<file path="src/rtl/alu_cmd_sequencer.sv">
// Command front-end for the registered ALU: buffers {op,a,b} commands in a FIFO,
// issues one at a time, waits out the ALU latency and hands the result downstream.
module alu_cmd_sequencer #(
  parameter int WIDTH   = 4,
  parameter int DEPTH   = 4,
  parameter int ALU_LAT = 1
) (
  input  logic                   clk,
  input  logic                   rst,
  input  logic                   in_valid,
  output logic                   in_ready,
  input  logic [WIDTH-1:0]       in_a,
  input  logic [WIDTH-1:0]       in_b,
  input  logic [2:0]             in_op,
  output logic [WIDTH-1:0]       alu_a,
  output logic [WIDTH-1:0]       alu_b,
  output logic [2:0]             alu_op,
  input  logic [2*WIDTH-1:0]     alu_result,
  output logic                   out_valid,
  input  logic                   out_ready,
  output logic [2*WIDTH-1:0]     out_result,
  output logic [2:0]             out_op,
  output logic [$clog2(DEPTH):0] count,
  output logic                   err_illegal
);

  localparam int PW = $clog2(DEPTH);
  localparam int CW = PW + 1;
  localparam int LW = $clog2(ALU_LAT + 1);

  typedef enum logic [1:0] {IDLE, WAIT, HOLD} state_t;

  typedef struct packed {
    logic [2:0]       op;
    logic [WIDTH-1:0] a;
    logic [WIDTH-1:0] b;
  } cmd_t;

  cmd_t            mem [DEPTH];
  cmd_t            head;
  logic [PW-1:0]   wr_ptr, rd_ptr;
  logic [LW-1:0]   lat_cnt;
  state_t          state, state_next;
  logic            push, wr_en, pop, capture, lat_dec, release_out;

  assign in_ready = (count != CW'(DEPTH));
  assign push     = in_valid & in_ready;
  // Opcodes 1xx are consumed from the interface but never stored.
  assign wr_en    = push & ~in_op[2];
  assign head     = mem[rd_ptr];

  // NOTE: every always_comb output gets a default first so no path can infer a latch.
  always_comb begin
    state_next  = state;
    pop         = 1'b0;
    capture     = 1'b0;
    lat_dec     = 1'b0;
    release_out = 1'b0;
    case (state)
      IDLE: if (count != '0) begin
        pop        = 1'b1;
        state_next = WAIT;
      end
      WAIT: if (lat_cnt != '0) begin
        lat_dec = 1'b1;
      end else begin
        capture    = 1'b1;
        state_next = HOLD;
      end
      HOLD: if (out_ready) begin
        release_out = 1'b1;
        state_next  = IDLE;
      end
      default: state_next = IDLE;
    endcase
  end

  // NOTE: sequential state uses non-blocking assignments so every flop samples pre-edge values.
  always_ff @(posedge clk or negedge rst) begin
    if (!rst) begin
      state       <= IDLE;
      lat_cnt     <= '0;
      alu_a       <= '0;
      alu_b       <= '0;
      alu_op      <= '0;
      out_valid   <= 1'b0;
      out_result  <= '0;
      out_op      <= '0;
      err_illegal <= 1'b0;
    end else begin
      state <= state_next;
      if (pop) begin
        alu_a   <= head.a;
        alu_b   <= head.b;
        alu_op  <= head.op;
        lat_cnt <= LW'(ALU_LAT);
      end else if (lat_dec) begin
        lat_cnt <= lat_cnt - LW'(1);
      end
      if (capture) begin
        out_valid  <= 1'b1;
        out_result <= alu_result;
        out_op     <= alu_op;
      end else if (release_out) begin
        out_valid <= 1'b0;
      end
      if (push && in_op[2]) err_illegal <= 1'b1;
    end
  end

  always_ff @(posedge clk or negedge rst) begin
    if (!rst) begin
      wr_ptr <= '0;
      rd_ptr <= '0;
      count  <= '0;
    end else begin
      if (wr_en) wr_ptr <= wr_ptr + PW'(1);
      if (pop)   rd_ptr <= rd_ptr + PW'(1);
      case ({wr_en, pop})
        2'b10:   count <= count + CW'(1);
        2'b01:   count <= count - CW'(1);
        default: count <= count;
      endcase
    end
  end

  // NOTE: FIFO storage is deliberately not reset; the pointers and count define what is valid.
  always_ff @(posedge clk) begin
    if (wr_en) mem[wr_ptr] <= '{op: in_op, a: in_a, b: in_b};
  end

endmodule

</file>
<file path="config.mk">
export PLATFORM = sky130hd
export DESIGN_NAME = alu_cmd_sequencer
export DESIGN_NICKNAME = d
export VERILOG_FILES = /design/src/rtl/alu_cmd_sequencer.sv
export SDC_FILE = /design/constraint.sdc
export NUM_CORES = 1
export LEC_CHECK = 0
export ABC_AREA = 1
export ABC_CLOCK_PERIOD_IN_PS = 2510
export CELL_PAD_IN_SITES_DETAIL_PLACEMENT = 1
export CELL_PAD_IN_SITES_GLOBAL_PLACEMENT = 1
export CORE_ASPECT_RATIO = 1.5
export CORE_MARGIN = 3
export CORE_UTILIZATION = 41
export CTS_CLUSTER_DIAMETER = 150
export CTS_CLUSTER_SIZE = 12
export DETAILED_ROUTE_END_ITERATION = 8
export PLACE_DENSITY = 0.88
export SLEW_MARGIN = 0
export SYNTH_ARGS = -nofsm -noshare
export SYNTH_HDL_FRONTEND = slang
export SYNTH_SLANG_ARGS = --single-unit
</file>
<file path="constraint.sdc">
create_clock -name clk -period 2.51 [get_ports clk]
set_input_delay 0.502 -clock clk [delete_from_list [all_inputs] [get_ports clk]]
set_output_delay 0.502 -clock clk [all_outputs]
set_load 0.02 [all_outputs]
</file>
==> impl_metrics.json <==
{
  "comb_power_share_pct": 41.9,
  "status": "finished clean",
  "dp.cells": 487,
  "setup_viol": 0,
  "yosysMostFrequentCell": "nand2_1",
  "sequentialPowerShare_pct": 36.0,
  "synth.largest_area_cell": "edfxtp_1",
  "total_power_w": 0.00528,
  "min_period_ns": 2.17,
  "synth_flop_cell": "edfxtp_1",
  "p_sw_share_pct": 38.7,
  "required_ns": 2.01,
  "cts-resized-gates": 0,
  "root_buffer": "clkbuf_16",
  "drv_cap": 0,
  "nNetsFinal": 425,
  "p_sw_w": 0.00204,
  "dieArea_mm2": 0.00929,
  "hpwlAfterDp_um": 5510,
  "synth_cells": 338,
  "rsz0062_at_grt": "no",
  "syn-mean-instance-area_um2": 9.88,
  "ant_nets": 0,
  "yosysTopAreaCellShare_pct": 39.6,
  "tns_ns": 0,
  "dp_slack_ns": 0.0722,
  "io_buffers": 50,
  "whs_ns": 0.478,
  "start_util_pct": 43.0,
  "synth.yosys.seq_area_share_pct": 65.0,
  "synth-edff-count": 44,
  "cp_data_arrival_time_ns": 1.67,
  "die_width_um": 79.7,
  "cts_max_level": 3,
  "io_pins": 51,
  "fin_worst_skew_ns": 0.00943,
  "worstPathMaxFanout": 5,
  "min_path_type": "reg2reg",
  "synth_seq_cells": 78,
  "clock_power_share_pct": 22.0,
  "routedWlPerCell_um": 15.7,
  "worstSetupPathType": "reg2out",
  "die_h_um": 117,
  "dr.pass1.iters": 4,
  "drtIter0Drc": 157,
  "crit_path_end_kind": "output port",
  "report.final.slew_viol_count": 0,
  "track_usage_pct": 18.6,
  "clkTransAtPathRegs_ns": 0.06,
  "area_delta_synth_final_pct": 26.5,
  "internal_power_w": 0.00324,
  "fillers": 853,
  "place_congestion": 0.823,
  "postCtsHoldBufs": 0,
  "syn_area_mm2": 0.00334,
  "ff2ff_path_depth": 10,
  "timing_worst_slew_pin_value_ns": 0.423,
  "cts_sinks": 78,
  "vdd_drop_max_v": 0.000635,
  "diodes": 0,
  "stdcell_count": 503,
  "cts_tree": "done",
  "overflow": 0,
  "yosysWarningCount": 0,
  "grt_pass1_vias": 2573,
  "syn-num-nets": 367,
  "vias_per_cell": 4.79,
  "clk_latency_ns": 0.34,
  "grt_pass1_wl_um": 12800,
  "hold_path_depth": 2,
  "setup_ws_ns": 0.339,
  "start_kind": "flop",
  "synth_area_leaders": "edfxtp_1 (40%), dfrtp_1 (25%), nand2_1 (14%)",
  "layout_worst_path_cycle_share_pct": 86.5,
  "ys_types": 23,
  "synth_common_cells": "nand2_1 (125), inv_1 (60), edfxtp_1 (44)",
  "fmax_mhz": 461,
  "cts_buffer_depth": 2,
  "drc": 0,
  "num_rows": 39,
  "dr_total_vias": 2408,
  "power_density_mw_per_mm2": 1250,
  "leakagePower_nw": 2.00,
  "layout-drive-gt1-share_pct": 6.48,
  "wl_um": 7920,
  "fp.coreArea_mm2": 0.00776,
  "cts_inserted_buffers": 9,
  "slew_headroom_pct": 71.8,
  "hold_viol": 0,
  "synthArstFlopShare_pct": 43.6,
  "cts_setup_buffers": 0,
  "grt_max_degree": 35,
  "antenna_found_initial": 0
}
-- area by class of cell --
cell class	instances	area [um^2]	area share [%]
well taps	102	128	3.02
flip-flops and latches	78	2170	51.4
multi-input cells	187	868	20.6
clock buffers	14	254	6.01
repair buffers	58	561	13.3
inverters	62	233	5.51
clock inverters	2	10.0	0.237
-- stage by stage --
step / utilization [%] / cell area, um^2
6_report: 54.5 / 4230
5_1_grt: 54.5 / 4230
4_1_cts: 54.5 / 4230
3_5_place_dp: 51.1 / 3960
3_3_place_gp: 51.1 / 3960
2_1_floorplan: - / 3340
-- sequential cells by signal, summed over array words and instances (netlist names), 3 cells and up --
name        cells
mem            44
alu_a           4
alu_op          3
out_result      8
out_op          3
alu_b           4
count           3
-- layout by cell type (no fill, tap or decap), types with 4 or more instances in the layout --
cell             netlist  routed
edfxtp_1              44      44
nand2_1              125     125
ha_1                   5       5
clkdlybuf4s50_1        0      50
clkbuf_16              0       9
inv_1                 60      60
nand3_1               35      35
clkbuf_1               0       4
buf_4                  2       8
dfrtp_1               34      34
nor2_1                 5       5
-- kinds of logic (layout without fill, tap and decap cells) --
kind of cell,after synthesis,in the layout,synth area share (%)
compound gates,6,6,1.09
fa+ha+maj,6,6,2.47
xor+xnor,4,4,1.05
simple gates,171,171,21.4
flops,78,78,65.0
buf+inv,73,136,8.95
-- power groups by stage --
stage / sequential [W] / combinational [W] / clock (W)
CTS: 0.00191 / 0.00226 / 0.00119
finish: 0.00190 / 0.00221 / 0.00116
global route: 0.00194 / 0.00247 / 0.00125
detailed placement: 0.00192 / 0.00220 / 0
global placement: 0.00190 / 0.00208 / 0
floorplan: 0.00215 / 0.00113 / 0
-- critical path, cell delays in order (launching register included) --
cell and delay, ns:
dfrtp_1 0.42, nor2_1 0.17, nand2_1 0.17, clkdlybuf4s50_1 0.58
-- path summary, 6_finish.rpt --
path / from / to / slack [ns]
max: count[0]$_DFFE_PN0P_ / in_ready / 0.34
min in group asynchronous: rst / out_result[3]$_DFFE_PN0P_ / 0.58
max in group asynchronous: rst / out_result[2]$_DFFE_PN0P_ / 1.63
min reg2reg: out_op[0]$_DFFE_PN0P_ / out_op[0]$_DFFE_PN0P_ / 0.48
max reg2reg: state[1]$_DFFE_PN0P_ / count[2]$_DFFE_PN0P_ / 0.37
min: out_op[0]$_DFFE_PN0P_ / out_op[0]$_DFFE_PN0P_ / 0.48
-- per-layer routing --
| metal | vias to the layer above | global-route usage, % | part of all wire [%] |
|---|---|---|---|
| met5 | - | 0 | 0 |
| met4 | 0 | 8.83 | 1.9 |
| met3 | 10 | 4.63 | 4.1 |
| met2 | 58 | 33.5 | 54 |
| met1 | 1182 | 20.2 | 40 |
| li1 | 1158 | - | - |
Power figures use the tool's default switching activity.
==> variant (same flow settings) <==
The parameter `ALU_LAT` goes from 1 to 2.
--- a/src/rtl/alu_cmd_sequencer.sv
+++ b/src/rtl/alu_cmd_sequencer.sv
@@ -5,3 +5,3 @@
   parameter int DEPTH   = 4,
-  parameter int ALU_LAT = 1
+  parameter int ALU_LAT = 2
 ) (
Formal check against the unedited RTL: not equivalent (Yosys sat finds a counterexample within 10 cycles, from zero or initial values and one cycle with rst low).
==> variant against the original RTL <==
Global-route usage shrank 0.44 points; cell area rose by 2.0%; via count hardly changed; worst setup slack better by 34 ps; area after synthesis up 1.6%; die area up 1.5%; sequential cell count rose by 1; total power grew 2.3%; wire length down 4.6%.
==> variant: results (changes against the original RTL) <==
via count 2406 (-0.083%); crit path launch state[0]$_DFFE_PN0P_; Final Skew 4.81 ps (-4.62 ps); Post-Route WL 7550 um (-4.6%); Leak 2.05 nW (+2.6%); outcome completed; largest net degree at the start of global routing 36 (+2.9%); initial DRC count 112 (-29%); Fillers 888 (+4.1%); Tot GR Track Use 0.181 (-0.00443); Max IR drop VDD 0.583 mV (-8.3%); class of the worst hold path input pin to async pin; Crit path max-delay family adder cells; top cells by area, synth edfxtp_1 39%, dfrtp_1 26%, nand2_1 14%; Data arrival, critical path 2390 ps (+720 ps); first-pass GRT wire length 13000 um (+1.8%); critical path class flip-flop to flip-flop; share of cells above drive strength 1 0.0562 (-0.00860); vias in the first global route 2651 (+3.0%); Flop pwr share 0.357 (-0.003); Sw Pwr 1.99 mW (-2.5%); Met1 Wirelength 3140 um (-0.38%); met2 wire len 3870 um (-9.7%); count of cell types in the netlist 22 (-4.3%); Net Count, Synth 378 (+3.0%); RePlAce Congestion 0.806 (-2.0%); met3 GRT Util 0.0476 (+0.00132); Placement Cell Area 4010 um2 (+1.2%); met3 wire length 318 um (-2.2%); clock network fraction of design power 0.245 (+0.025); CP peak stage delay 400 ps (-180 ps); f_max 468 MHz (+1.6%); dpl ws 97.1 ps (+24.9 ps); slowest CP cell dfrtp_1; Worst Tran Pin Value 783 ps (+360 ps)
[variant: worst register-to-register path: stages (launching register included)]
cell	delay, ps
dfrtp_1	400
nor2_1	200
nand2_4	170
inv_2	220
ha_1	220
inv_1	80
fa_1	390
inv_1	80
nand2_1	60
nand3_1	90
xor2_1	170
[variant: area by class of cell]
type | count | area share
well taps | 105 | 0.0305
clock buffers | 9 | 0.0523
multi-input cells | 192 | 0.205
flip-flops and latches | 79 | 0.510
inverters | 66 | 0.0575
clock inverters | 6 | 0.0177
repair buffers | 57 | 0.127
[variant: stage by stage]
| stage | power, mW | util | std cells | hold slack (ps) |
|---|---|---|---|---|
| 2_1_floorplan | 3.30 | - | 348 | 206 |
| 3_3_place_gp | 3.98 | 0.497 | 499 | 454 |
| 3_5_place_dp | 4.11 | 0.497 | 499 | 460 |
| 4_1_cts | 5.49 | 0.535 | 514 | 269 |
| 5_1_grt | 5.85 | 0.535 | 514 | 308 |
| 6_report | 5.40 | 0.535 | 514 | 246 |
